### config.mk
export PLATFORM = sky130hd
export DESIGN_NAME = rf_wr_sched
export DESIGN_NICKNAME = d
export VERILOG_FILES = /design/src/rtl/rf_pkg.sv /design/src/rtl/rr_arb2.sv /design/src/rtl/rf_wr_sched.sv
export SDC_FILE = /design/constraint.sdc
export NUM_CORES = 1
export LEC_CHECK = 0
export ABC_AREA = 1
export CAP_MARGIN = 10
export CORE_MARGIN = 2
export CORE_UTILIZATION = 42
export DETAILED_ROUTE_END_ITERATION = 6
export PLACE_DENSITY = 0.82
export SLEW_MARGIN = 40
export SYNTH_ARGS = -nofsm -noshare
export SYNTH_HDL_FRONTEND = slang
export SYNTH_HIERARCHICAL = 1
export SYNTH_SLANG_ARGS = --single-unit
### constraint.sdc
create_clock -name clk -period 3.44 [get_ports clk]
set_input_delay 0.86 -clock clk [delete_from_list [all_inputs] [get_ports clk]]
set_output_delay 0.86 -clock clk [all_outputs]
set_load 0.01 [all_outputs]
### src/rtl/rf_pkg.sv
// Shared sizes and requester identifiers for the register-file write scheduler.
package rf_pkg;

    localparam int DW   = 8;
    localparam int AW   = 2;
    localparam int NREG = 2 ** AW;

    typedef enum logic {
        REQ_ALU = 1'b0,
        REQ_LD  = 1'b1
    } req_e;

endpackage

### src/rtl/rr_arb2.sv
// Two-way round-robin arbiter for the register-file write port.
// Callers pass eligibility, which already folds in any blocking conditions.
module rr_arb2
    import rf_pkg::*;
(
    input  logic clk,
    input  logic reset,
    input  logic elig_alu,
    input  logic elig_ld,
    output logic gnt_alu,
    output logic gnt_ld
);

    req_e last_win;

    // Grant the single eligible requester, or the one that did not win last time.
    always_comb begin
        gnt_alu = 1'b0;
        gnt_ld  = 1'b0;
        if (!reset) begin
            if (elig_alu && elig_ld) begin
                if (last_win == REQ_ALU) begin
                    gnt_ld = 1'b1;
                end else begin
                    gnt_alu = 1'b1;
                end
            end else begin
                gnt_alu = elig_alu;
                gnt_ld  = elig_ld;
            end
        end
    end

    // Remember the most recent winner; reset to LD so the ALU takes the first tie.
    always_ff @(posedge clk) begin
        if (reset) begin
            last_win <= REQ_LD;
        end else if (gnt_alu) begin
            last_win <= REQ_ALU;
        end else if (gnt_ld) begin
            last_win <= REQ_LD;
        end
    end

endmodule

### src/rtl/rf_wr_sched.sv
// Register-file write scheduler: arbitrates ALU and load writebacks onto one
// write port, tracks registers reserved by in-flight loads, and reports hazards.
module rf_wr_sched
    import rf_pkg::*;
#(
    parameter int DW = rf_pkg::DW,
    parameter int AW = rf_pkg::AW
) (
    input  logic          clk,
    input  logic          reset,
    input  logic          alu_req,
    input  logic [AW-1:0] alu_addr,
    input  logic [DW-1:0] alu_data,
    output logic          alu_gnt,
    input  logic          ld_req,
    input  logic [AW-1:0] ld_addr,
    input  logic [DW-1:0] ld_data,
    output logic          ld_gnt,
    input  logic          rsv_en,
    input  logic [AW-1:0] rsv_addr,
    input  logic [AW-1:0] rd_addrA,
    input  logic [AW-1:0] rd_addrB,
    output logic          hazA,
    output logic          hazB,
    output logic          wr_en,
    output logic [AW-1:0] wr_addr,
    output logic [DW-1:0] dat_in,
    output logic          rsv_err
);

    localparam int NR = 2 ** AW;

    logic [NR-1:0] busy;
    logic [NR-1:0] busy_nxt;
    logic          alu_elig;
    logic          rsv_clash;
    logic          rsv_err_r;
    logic          wr_en_p1;
    logic [AW-1:0] wr_addr_p1;
    logic [DW-1:0] dat_in_p1;

    // An ALU write to a register still owned by a pending load must wait (WAW).
    assign alu_elig = alu_req & ~busy[alu_addr];

    rr_arb2 u_arb (
        .clk      (clk),
        .reset    (reset),
        .elig_alu (alu_elig),
        .elig_ld  (ld_req),
        .gnt_alu  (alu_gnt),
        .gnt_ld   (ld_gnt)
    );

    // Hazards read the registered scoreboard only; no same-cycle bypass.
    assign hazA = busy[rd_addrA];
    assign hazB = busy[rd_addrB];

    // Scoreboard next state: load grant clears, reservation sets, set applied last so it wins.
    always_comb begin
        busy_nxt = busy;
        if (ld_gnt) begin
            busy_nxt[ld_addr] = 1'b0;
        end
        if (rsv_en) begin
            busy_nxt[rsv_addr] = 1'b1;
        end
    end

    // Reserving an already-busy register is an error unless a load frees it this cycle.
    assign rsv_clash = rsv_en & busy[rsv_addr] & ~(ld_gnt & (ld_addr == rsv_addr));

    // Scoreboard and sticky reservation-error state.
    always_ff @(posedge clk) begin
        if (reset) begin
            busy      <= '0;
            rsv_err_r <= 1'b0;
        end else begin
            busy <= busy_nxt;
            if (rsv_clash) begin
                rsv_err_r <= 1'b1;
            end
        end
    end

    // ---- stage p1: register-file write port, one cycle after the grant ----
    always_ff @(posedge clk) begin
        if (reset) begin
            wr_en_p1   <= 1'b0;
            wr_addr_p1 <= '0;
            dat_in_p1  <= '0;
        end else begin
            wr_en_p1 <= alu_gnt | ld_gnt;
            if (alu_gnt) begin
                wr_addr_p1 <= alu_addr;
                dat_in_p1  <= alu_data;
            end else if (ld_gnt) begin
                wr_addr_p1 <= ld_addr;
                dat_in_p1  <= ld_data;
            end
        end
    end

    assign wr_en   = wr_en_p1;
    assign wr_addr = wr_addr_p1;
    assign dat_in  = dat_in_p1;
    assign rsv_err = rsv_err_r;

endmodule
==> metrics <==
worst r2r src busy[3]; antenna violations before repair 0; clock slew at reported path FFs 0.09 ns; Post-Synth Adder-Cell Area 0%; Seq pwr share 47.8%; largest net degree at the start of global routing 15; CTS Hold Buffers Added 0; NetSw 0.000130 W; critical-path maximum fanout 4; pwr dens 315 nW/um^2; Slew Viols, Final 0; switching share of power 28.2%; Detailed Place HPWL 1.92 mm; synth unique cells 18; Port Buffers 46; Syn-to-layout area delta 56.9%; combinational share of power 29.3%; CP required 2.58 ns; RSZ-0062 raised after global routing no; WHS Endpoint rsv_err; status finished, final reports clean; CP Class primary input to output port; FF-to-FF setup slack 1.63 ns; CP top delay family buffers and inverters; post-synthesis instance total 151; routed wire length 2.51 mm; die height 51.1 um; clock buffer count from CTS 3; die area 2610 um^2; setup TNS 0 ns; fraction of layout cells with a size suffix above 1 6.93%; CTS Buffer Depth 2; minimum clock period 3.17 ns; CTS tree yes; fmax 315 MHz; vias in the first global route 1047; RD Place Congestion 0.781; H-tree depth 1; internal power 0.000330 W; synth top area cells dfxtp_1 37%, nand2_1 25%, inv_1 9.3%, nand3_1 8.1%, a21oi_1 4.3%; compound-gate portion of the synthesized area 11.6%; num ports 47; Avg WL per Cell 10.9 um; post-route ant nets 0; most common cell after layout, fill and taps aside nand2_1; Worst Setup End Kind output port; Seq cells post-synth 17; core area 2150 um^2; clock tree sinks 17; GRT Overall Usage 20.6%; Post-Synthesis Net Count 182; first-pass GRT wire length 4.14 mm; final hold viol count 0; largest family of logic cells by synthesized area simple AND/OR/NAND/NOR gates; fillers 189; most used cell, CP o21ai_0; WP data arrival 2.31 ns; clock skew 0.000977 ns; worst path bufs/invs 3; NumNets Final 234; Initial DRC Count 17; Die W 51.1 um; Worst Max-Slew Pin Slew 0.288 ns; clock power share 22.9%; VDD IR-drop max 230 uV; top-area cell type share of the netlist area 36.6%; normalized max-slew margin 80.7%; R2R depth 13; leakage 0.722 nW; post-synthesis mux area share 0%; Initial Utilization 43.3%; number of setup violations in the final report 0; hold_sp rsv_err; synthesized area 931 um^2; clk_lat worst skew 0.29 ns; Critical Path Slowest Stage Cell clkdlybuf4s50_1; CP startpoint kind primary input; Antenna Diode Count 0; max incr delay on CP 0.52 ns; GR Overflow Total 0; root buffer cell clkbuf_4; hold slack 0.458 ns; XOR/XNOR share of the synthesized area 0.941%; Hold WC Path Type flop to flop; drt drc 0; via/cell ratio 4.83; synth warn 6; R2R Path End wr_addr[0]; vias 1112; Seq/Total Area, Yosys 36.6%; Initial DRT Pass Iterations 4; Rows 17; Max Cap Viol 0; cells along the critical path clkdlybuf4s50_1, inv_1, o21ai_0, o21ai_0, nor2_1, nand2_1, nor2_2, dlygate4sd2_1; most frequent cells in the layout 62 x nand2_1, 44 x clkdlybuf4s50_1, 23 x inv_1; Post-Syn Area per Cell 6.16 um^2; final worst path period share 92.2%; dominant cell type by area after synthesis dfxtp_1; Final Util 68.0%; Hold Path Depth 2; Post-Synth Simple-Gate Area 38.7%
## tightest hold or removal path, cell delays in order (launching register included)
cell and delay, ns:
dfxtp_1 0.32, inv_1 0.05, a21oi_1 0.05
## timing repair
action,4_1_cts,5_1_grt
pin swaps,1,1
resized for setup,1,1
setup buffers,0,0
endpoints found under the setup margin,1,1
## worst max path at each step
stage,start,end,cells past startpoint
after floorplan,alu_addr[0],ld_gnt,7
after global placement,alu_addr[0],alu_gnt,8
after detailed placement,alu_addr[0],alu_gnt,8
after CTS,alu_addr[0],ld_gnt,9
after global routing,alu_addr[0],alu_gnt,8
final,alu_addr[0],alu_gnt,8
## power by group through the flow
stage	logic (W)	registers, W	clock network, W
2_1_floorplan	0.0000552	0.000227	0
3_3_place_gp	0.000132	0.000224	0
3_5_place_dp	0.000135	0.000224	0
4_1_cts	0.000136	0.000220	0.000107
5_1_grt	0.000149	0.000222	0.000121
6_report	0.000135	0.000220	0.000105
## registers in the layout, summed over array words and instances, names as in the netlist
register and cells:
busy 4, u_arb/last_win 1, dat_in 8, rsv_err 1, wr_en 1, wr_addr 2
## Yosys cell counts
master,count
nand3_1,15
nor2_2,1
nor2_1,4
dfxtp_1,17
inv_1,23
or2_1,1
nand2_1,62
nand2_2,4
o211ai_1,1
a21oi_1,8
buf_6,1
a32oi_1,2
clkinv_1,1
inv_2,2
o211ai_2,1
xnor2_1,1
o21ai_0,6
buf_2,1
## layer usage
metal / GRT usage, % / vias up / share of wire [%] / routed length, um
met5: 0 / - / 0 / 0
met4: 6.76 / 0 / 1.1 / 27
li1: - / 568 / - / -
met3: 4.09 / 5 / 7.8 / 197
met1: 22.9 / 493 / 42 / 1060
met2: 38.7 / 46 / 49 / 1230
## layout make-up
| class | instances | area, um^2 | share of cell area (%) |
|---|---|---|---|
| timing repair buffer | 49 | 484 | 33.2 |
| multi-input combinational | 106 | 477 | 32.6 |
| sequential | 17 | 340 | 23.3 |
| inverter | 26 | 97.6 | 6.68 |
| tap | 28 | 35.0 | 2.40 |
| clock buffer | 4 | 26.3 | 1.80 |
## kinds of logic after synthesis
logic type	count (synthesis)
AO/OA/AOI/OAI	18
AND/OR/NAND/NOR	87
XOR/XNOR	1
buffers and inverters	28
flip-flops	17
## metrics by stage
stage               power (W)  worst slack, ns  instances  area, um^2
detailed placement   0.000359          -0.0122        226        1430
finish               0.000459            0.267        230        1460
floorplan            0.000282             1.03        151         931
global placement     0.000355           0.0500        226        1430
CTS                  0.000463           0.0924        230        1460
global route         0.000491           0.0702        230        1460
Note: power is estimated with default switching activity, not from simulation.
==> patch: new RTL, same settings <==
Change the package constant `AW` from 2 to 1.
--- a/src/rtl/rf_pkg.sv
+++ b/src/rtl/rf_pkg.sv
@@ -3,5 +3,5 @@
 
     localparam int DW   = 8;
-    localparam int AW   = 2;
+    localparam int AW   = 1;
     localparam int NREG = 2 ** AW;
 
Interface: changed (6 resized); port bits go from 47 to 41. The function was not compared with the original's and may differ.
==> patch against the original RTL <==
Cell count decreased by 26%. Routed wire length is 26% lower. Via count shrank 27%. Total power is 17% lower. Sequential cell count fell by 3. Synthesized area shrank 24%. Hold slack is essentially flat. Setup slack worse by 46 ps. Cell area shrank 21%. Count of clock-buffer cells in the layout down 1. Largest power group unchanged. Highest routed layer unchanged.
==> patch: results (changes against the original RTL) <==
result of the run - complete, no violations (unchanged)
First DRT Iteration DRCs - 18 (was 17)
ranking of synthesized cells by instance count - 50 x nand2_1, 17 x inv_1, 14 x dfxtp_1 (was 62 x nand2_1, 23 x inv_1, 17 x dfxtp_1)
reg-to-reg critical path endpoint - dat_in[1] (was wr_addr[0])
vias in the first global route - 737 (was 1047)
setup slack of the worst register-to-register path - 1850 ps (was 1630 ps)
data arrival time of the critical path - 2360 ps (was 2310 ps)
pin count of the biggest net entering global routing - 13 (was 15)
crit path to - ld_gnt (was alu_gnt)
r2r worst-path depth - 12 (was 13)
Final Critical Period - 3219 ps (was 3173 ps)
dominant cells by area after synthesis - dfxtp_1 40%, nand2_1 26%, inv_1 9.0%, nand3_1 8.5%, nor2_4 3.2% (was dfxtp_1 37%, nand2_1 25%, inv_1 9.3%, nand3_1 8.1%, a21oi_1 4.3%)
maximum vdd ir drop - 218.9 µV (was 230.0 µV)
Final Routed Wirelength - 1.864 mm (was 2.512 mm)
share of post-route cells with drive strength above 1 - 0.07742 (was 0.06931)
Min-Delay Endpoint - rsv_err (unchanged)
DR vias/cell - 4.760 (was 4.835)
syn_nets - 137 (was 182)
CTS-repair resized insts - 0 (was 1)
overall track demand over capacity in global routing - 0.2123 (was 0.2064)
first-pass GRT wire length - 3.070 mm (was 4.140 mm)
Reg2Reg Launch Point - busy[0] (was busy[3])
Worst Tran Pin Value - 266.8 ps (was 287.6 ps)
Reg clk slew, reported paths - 70 ps (was 90 ps)
Worst Setup Slack post-DPL - 238.2 ps (was -12.15 ps)
largest clock skew in the final design - 5.370 ps (was 0.9769 ps)
leakage power figure - 0.0005731 µW (was 0.0007221 µW)
complex-gate fraction of the synthesized area - 0.07407 (was 0.1156)
startpoint of the most critical setup path - alu_addr (was alu_addr[0])
distinct cell type count of the synthesized netlist - 15 (was 18)
final HPWL from detailed placement - 1.512 mm (was 1.918 mm)
## patch: cell types whose count changed in the layout (fill, tap and decap cells not counted), moves of 4 or more
cell	before	now
inv_1	23	17
nand2_1	62	50
a21oi_1	8	3
clkdlybuf4s50_1	44	40
## patch: worst max-delay path, cell delays in order
cell and delay, ps:
clkdlybuf4s50_1 450, o211a_1 260, nand2_1 80, inv_1 40, nor2_1 120, clkdlybuf4s50_1 550
## patch: per-stage QoR
stage	total power (µW)	instances	hold WS (ps)	instance area, µm²	util
floorplan	232.0	111	456.6	709.4	-
global placement	293.7	168	443.4	1134	0.7354
detailed placement	297.7	168	462.1	1134	0.7354
CTS	384.5	171	473.1	1156	0.7500
global route	405.6	171	490.7	1156	0.7500
finish	380.5	171	458.7	1156	0.7500
## patch: layout make-up
type                    instances  area [µm²]  area share
repair buffers                 42       415.4      0.3593
well taps                      16       20.02     0.01732
inverters                      20       75.07     0.06493
multi-input cells              76       342.8      0.2965
clock buffers                   3       22.52     0.01948
flip-flops and latches         14       280.3      0.2424
## patch: power by group through the flow
| stage | clock network, µW | registers, µW | logic, µW |
|---|---|---|---|
| 2_1_floorplan | 0 | 188 | 44.2 |
| 3_3_place_gp | 0 | 184 | 110 |
| 3_5_place_dp | 0 | 184 | 113 |
| 4_1_cts | 90.1 | 181 | 114 |
| 5_1_grt | 99.4 | 182 | 124 |
| 6_report | 87.0 | 181 | 113 |
## patch: routing by layer
layer  vias to the layer above  GRT usage  share of wire
li1                        428          -              -
met1                       347     0.2319           0.40
met2                        37     0.3800           0.50
met3                         2    0.07200          0.085
met4                         0    0.07059         0.0054
met5                         -          0              0
